### config.mk
export PLATFORM = sky130hd
export DESIGN_NAME = motor_pwm_driver
export DESIGN_NICKNAME = d
export VERILOG_FILES = /design/src/rtl/robot_pkg.sv /design/src/rtl/motor_pwm_driver_pwm_gen.sv /design/src/rtl/motor_pwm_driver.sv
export SDC_FILE = /design/constraint.sdc
export NUM_CORES = 1
export LEC_CHECK = 0
export BUFFER_PORTS_ARGS = -buffer_cell sky130_fd_sc_hd__buf_2
export CELL_PAD_IN_SITES_DETAIL_PLACEMENT = 0
export CELL_PAD_IN_SITES_GLOBAL_PLACEMENT = 1
export CORE_UTILIZATION = 44
export CTS_CLUSTER_DIAMETER = 120
export DETAILED_ROUTE_END_ITERATION = 8
export PLACE_DENSITY_LB_ADDON = 0.1
export REMOVE_ABC_BUFFERS = 1
export SETUP_SLACK_MARGIN = 0.4
export SYNTH_ARGS = -nofsm -noshare
export SYNTH_HDL_FRONTEND = slang
export SYNTH_SLANG_ARGS = --single-unit
### constraint.sdc
create_clock -name clk -period 9.2 [get_ports clk]
set_input_delay 0.46 -clock clk [delete_from_list [all_inputs] [get_ports clk]]
set_output_delay 0.46 -clock clk [all_outputs]
set_load 0.02 [all_outputs]
### src/rtl/robot_pkg.sv
// Shared types for the robot drive path: instruction word,
// wheel direction encoding, driver FSM states and duty lookup.
package robot_pkg;

  typedef enum logic [1:0] {
    DIR_FWD   = 2'b00,
    DIR_REV   = 2'b01,
    DIR_LEFT  = 2'b10,
    DIR_RIGHT = 2'b11
  } dir_e;

  typedef struct packed {
    logic [2:0] torque;
    dir_e       dir;
  } instr_t;

  typedef enum logic [1:0] {
    IDLE,
    RAMP,
    RUN,
    DEAD
  } drv_state_e;

  function automatic int duty_table(input int k, input int period);
    return (k * period) / 7;
  endfunction

  // Returns {left, right}, 1 = forward
  function automatic logic [1:0] dir_decode(input dir_e d);
    logic [1:0] lr;
    unique case (d)
      DIR_FWD:  lr = 2'b11;
      DIR_REV:  lr = 2'b00;
      DIR_LEFT: lr = 2'b01;
      default:  lr = 2'b10;
    endcase
    return lr;
  endfunction

endpackage

### src/rtl/motor_pwm_driver_pwm_gen.sv
// Frame counter with a compare shadow that only reloads on the
// last count of a frame, so duty changes never split a frame.
module pwm_gen #(
  parameter int PERIOD = 1000,
  parameter int DW     = $clog2(PERIOD + 1)
) (
  input  logic          clk,
  input  logic          rst_n,
  input  logic [DW-1:0] duty_i,
  output logic          pwm_o
);

  localparam int CW = $clog2(PERIOD);
  localparam logic [CW-1:0] LAST = CW'(PERIOD - 1);

  logic [CW-1:0] cnt_q, cnt_d;
  logic [DW-1:0] cmp_q, cmp_d;
  logic          wrap;

  assign wrap = (cnt_q == LAST);

  always_comb begin
    cnt_d = wrap ? '0 : cnt_q + CW'(1);
    cmp_d = wrap ? duty_i : cmp_q;
  end

  always_ff @(posedge clk) begin
    if (!rst_n) begin
      cnt_q <= '0;
      cmp_q <= '0;
    end else begin
      cnt_q <= cnt_d;
      cmp_q <= cmp_d;
    end
  end

  assign pwm_o = (DW'(cnt_q) < cmp_q);

endmodule

### src/rtl/motor_pwm_driver.sv
// Two-wheel PWM driver: slew-limited duty ramp, with a forced
// ramp-down and dead time around every direction change.
module motor_pwm_driver
  import robot_pkg::*;
#(
  parameter int PWM_PERIOD  = 1000,
  parameter int RAMP_TICK   = 50000,
  parameter int DUTY_STEP   = 10,
  parameter int DEAD_CYCLES = 100000
) (
  input  logic       clk,
  input  logic       rst_n,
  input  logic       enable,
  input  logic [4:0] instruction,
  output logic       pwm_left,
  output logic       pwm_right,
  output logic       dir_left,
  output logic       dir_right,
  output logic       moving,
  output logic       at_speed
);

  localparam int DW = $clog2(PWM_PERIOD + 1);
  localparam int RW = $clog2(RAMP_TICK + 1);
  localparam int XW = $clog2(DEAD_CYCLES + 1);
  localparam logic [DW-1:0] STEP = DW'(DUTY_STEP);

  instr_t        ins;
  drv_state_e    state_q, state_d;
  logic [DW-1:0] tgt_duty_q, tgt_duty_d;
  logic [DW-1:0] duty_q, duty_d;
  logic [DW-1:0] eff, diff, mag;
  logic [1:0]    tgt_dir_q, tgt_dir_d;
  logic [1:0]    dir_q, dir_d;
  logic [RW-1:0] ramp_q, ramp_d;
  logic [XW-1:0] dead_q, dead_d;
  logic          tick, dead_done, dir_match;
  logic          ramp_run, slew_en, dead_act;
  logic          pwm_raw, pwm_q, moving_q, at_speed_q;

  assign ins       = instr_t'(instruction);
  assign dir_match = (tgt_dir_q == dir_q);
  assign eff       = dir_match ? tgt_duty_q : '0;
  assign tick      = (ramp_q == RW'(RAMP_TICK - 1));
  assign dead_done = (dead_q == XW'(DEAD_CYCLES - 1));

  always_ff @(posedge clk) begin
    if (!rst_n) state_q <= IDLE;
    else        state_q <= state_d;
  end

  always_comb begin
    state_d = state_q;
    unique case (state_q)
      IDLE: begin
        if (!dir_match)      state_d = DEAD;
        else if (eff != '0)  state_d = RAMP;
      end
      RAMP: begin
        if (duty_q == '0 && !dir_match) state_d = DEAD;
        else if (duty_q == eff)
          state_d = (eff == '0) ? IDLE : RUN;
      end
      RUN: begin
        if (duty_q != eff) state_d = RAMP;
      end
      DEAD: begin
        if (dead_done) state_d = IDLE;
      end
      default: state_d = IDLE;
    endcase
  end

  always_comb begin
    ramp_run = 1'b1;
    slew_en  = 1'b0;
    dead_act = 1'b0;
    unique case (state_q)
      IDLE:    ramp_run = 1'b0;
      RAMP:    slew_en  = 1'b1;
      DEAD:    dead_act = 1'b1;
      default: ;
    endcase
  end

  always_comb begin
    tgt_duty_d = enable
      ? DW'(duty_table(int'(ins.torque), PWM_PERIOD))
      : '0;
    tgt_dir_d = enable ? dir_decode(ins.dir) : tgt_dir_q;
    ramp_d = (!ramp_run || tick) ? '0 : ramp_q + RW'(1);
    dead_d = dead_act ? dead_q + XW'(1) : '0;
    dir_d  = (dead_act && dead_done) ? tgt_dir_q : dir_q;
    diff   = (duty_q > eff) ? duty_q - eff : eff - duty_q;
    mag    = (diff < STEP) ? diff : STEP;
    duty_d = duty_q;
    if (!ramp_run) begin
      duty_d = '0;
    end else if (slew_en && tick) begin
      unique case (1'b1)
        (duty_q < eff): duty_d = duty_q + mag;
        (duty_q > eff): duty_d = duty_q - mag;
        default:        duty_d = duty_q;
      endcase
    end
  end

  always_ff @(posedge clk) begin
    if (!rst_n) begin
      tgt_duty_q <= '0;
      tgt_dir_q  <= 2'b11;
      duty_q     <= '0;
      dir_q      <= 2'b11;
      ramp_q     <= '0;
      dead_q     <= '0;
      pwm_q      <= 1'b0;
      moving_q   <= 1'b0;
      at_speed_q <= 1'b0;
    end else begin
      tgt_duty_q <= tgt_duty_d;
      tgt_dir_q  <= tgt_dir_d;
      duty_q     <= duty_d;
      dir_q      <= dir_d;
      ramp_q     <= ramp_d;
      dead_q     <= dead_d;
      pwm_q      <= pwm_raw && !dead_act;
      moving_q   <= (duty_q != '0);
      at_speed_q <= (state_q == RUN) && dir_match
                    && (duty_q == eff);
    end
  end

  pwm_gen #(
    .PERIOD (PWM_PERIOD),
    .DW     (DW)
  ) u_pwm (
    .clk    (clk),
    .rst_n  (rst_n),
    .duty_i (duty_q),
    .pwm_o  (pwm_raw)
  );

  assign pwm_left  = pwm_q;
  assign pwm_right = pwm_q;
  assign dir_left  = dir_q[1];
  assign dir_right = dir_q[0];
  assign moving    = moving_q;
  assign at_speed  = at_speed_q;

endmodule

==> results.md <==
* Outcome: finished clean
* Top_reg_cell synth: dfxtp_1
* Max_cap viols at 0
* Htree depth at 3
* Post-route clock period utilization at 0.9253
* Grt ovf at 0
* Worst-path clk slew at 0.07 ns
* Root buf cell: clkbuf_16
* Syn Area/Cell at 7.571 µm²
* Port-buffer cells at 13
* TritonCTS Buffers at 9
* DRC at 0
* Async S/R FF share, synth at 0
* Die Wd at 135.5 µm
* CP top delay family: compound AO/OA/AOI/OAI gates
* Share of the synthesized area in the top cell type at 0.2093
* Post-Synthesis Cells at 1036
* PwrDens at 357.3 nW/µm²
* Fin. Hold Viols at 0
* Vias per cell at 5.767
* Die Area at 18360 µm²
* Routed Wire Length at 21660 µm
* DP Cell Count at 1324
* Post-synthesis sequential area ratio at 0.2093
* Final Hold Slack at 0.4087 ns
* Number of flops mapped to enable cells by yosys at 0
* CP peak stage delay at 0.50 ns
* Most Frequent Cell on Critical Path: buf_4
* Area delta synth->final at 21.02%
* Layout cells sized above 1 at 0.1993
* Row count at 48
* Antenna violations before repair at 0
* Vias at 7808
* Drt pass-1 iters at 5
* CTS tree: yes
* Total power at 3.392 mW
* Die H at 135.5 µm
* Filler cell count at 1664
* Synth top area cells: dfxtp_1 21%, ha_1 9.1%, nor2_1 6.5%
* Hold WC Path Type: in2reg
* Drt wl/cell at 16.00 µm
* Final Cell Area at 9493 µm²
* Setup Viol. Count Final at 0
* Static Leakage at 3.839 nW
* CP Capture Type: flip-flop
* Non-filler cells, final at 1354
* First-pass GRT wire length at 34940 µm
* Final Max Slew Viols at 0
* Count leader, synth: nor2_1
* Diode count at 0
* Synth Cell Area at 7844 µm²
* Cell Area, Placed at 8697 µm²
* Largest net degree at the start of global routing at 25
* Slew HR at 0.4224
* Req. time, crit path at 9.49 ns
* Yosys cell types at 99
* CP startpoint kind: input pin
* Ranking of synthesized cells by instance count: 136 x nor2_1, 82 x dfxtp_1, 79 x nand2_1
* Crit path kind: in2reg
* Post-layout min period at 8.513 ns
* Slew @ Worst Pin at 0.8638 ns
* Worst-Skew Late Latency at 0.34 ns
* 1st-iter DRT viols at 515
* WP buf/inv at 7
* Yosys warning total at 0
* Vias in the first global route at 7232
* Routability congestion estimate at 0.8712
* Final HPWL DP at 16540 µm
* Final critical-path setup slack at 0.6872 ns
* IO Count at 14
* Max Clk Rate at 117.5 MHz
* Clk buf depth at 2
* Post-DRT Antenna Nets at 0
* CTS sink count at 82
* Core Region at 17360 µm²
* #FFs+latches synth at 82
* Dpl ws at -0.1309 ns
* Worst path arrival time at 8.80 ns
* Starting Density at 0.4519
* Fin Clk Skew at 0.009986 ns
* CP Max Fanout at 6
* Peak VDD IR at 0.4579 mV
* Library cell with the largest summed area after synthesis: dfxtp_1
* RSZ-0062 raised after global routing: no
* GRT Util Overall at 0.2347
* Hold_buf cts at 0
* Nets@finish at 1196
* Slowest stage cell, crit path: o41ai_4
-- cells in the final DEF (no fill, tap or decap), types with 7 or more instances in the layout --
master	count
xnor2_1	35
nor4_1	9
o21ai_1	7
a211o_1	7
and2_1	10
xor2_1	26
o31ai_1	8
inv_1	73
nor3_1	22
clkbuf_16	9
nor2_1	134
nand4_1	22
nor2b_1	9
ha_1	54
a31oi_1	15
a21oi_2	7
nand2b_1	11
buf_2	11
a211oi_1	9
nand2_1	76
and3_1	16
a21oi_1	63
nand3_1	33
a21o_1	21
o211ai_1	7
or3_1	9
buf_4	102
mux2i_1	10
o21ai_0	37
dfxtp_1	82
-- through the flow --
| stage | util | setup TNS (ns) |
|---|---|---|
| 3_3_place_gp | 0.5011 | -0.1192 |
| 6_report | 0.5469 | 0 |
| 4_1_cts | 0.5229 | 0 |
| 3_5_place_dp | 0.5011 | -0.2032 |
| 2_1_floorplan | - | -0.7519 |
| 5_1_grt | 0.5469 | 0 |
-- state kept, by name (all words and copies together) (netlist names) --
register / count
tgt_duty_q: 10
u_pwm.cnt_q: 10
ramp_q: 16
dead_q: 17
tgt_dir_q: 2
dir_q: 2
duty_q: 10
u_pwm.cmp_q: 10
at_speed: 1
moving: 1
pwm_left: 1
state_q: 2
-- worst reg2reg max path: cells and delay by family (launching register included) --
family	cells	cell delay (ns)
buffers and inverters	4	0.58
and+or+nand+nor	9	0.90
DFF	1	0.33
adders and majority gates	4	1.10
AOI/OAI and AO/OA	22	4.57
xor gates and xnor gates	4	0.56
-- cell families after synthesis --
family	count (synthesis)	synth area share
AND/OR/NAND/NOR	409	0.2638
flip-flops	82	0.2093
multiplexers	15	0.02058
buffers and inverters	115	0.05934
XOR/XNOR	62	0.06923
AO/OA/AOI/OAI	288	0.2677
adder cells (fa/ha/maj)	65	0.1101
-- timing repair --
action / 4_1_cts / 5_1_grt
endpoints found under the setup margin: 2 / 3
gates resized for setup: 8 / 65
pin swaps: 2 / 35
setup buffers: 3 / 11
-- final cells by class --
type                       instances  area (µm²)  share of cell area
clock inverter                     6       73.82            0.007776
clock buffer                      10       229.0             0.02412
timing repair buffer             118       869.6             0.09160
tap                              225       281.5             0.02966
inverter                          74       277.8             0.02926
multi-input combinational        839        6120              0.6447
sequential                        82        1642              0.1729
-- final timing paths --
| kind | start | endpoint | slack [ns] | depth (start not counted) |
|---|---|---|---|---|
| setup / recovery | instruction[3] | tgt_duty_q[0] | 0.69 | 41 |
| hold / removal | rst_n | dir_q[0] | 0.41 | 2 |
| setup reg to reg | dir_q[0] | duty_q[9] | 1.07 | 43 |
| hold reg to reg | dead_q[0] | dead_q[0] | 0.45 | 1 |
-- power breakdown --
group,switching [mW],internal (mW),total [mW]
combinational,1.43,1.20,2.63
sequential,0.0194,0.374,0.394
clock,0.154,0.214,0.369
total,1.60,1.79,3.39
-- metal layers --
metal / global-route usage / up-vias / part of all wire
li1: - / 3951 / -
met1: 0.3091 / 3684 / 0.47
met2: 0.3983 / 143 / 0.48
met3: 0.02544 / 30 / 0.027
met4: 0.07553 / 0 / 0.021
met5: 0 / - / 0
Note: power is estimated with default switching activity, not from simulation.
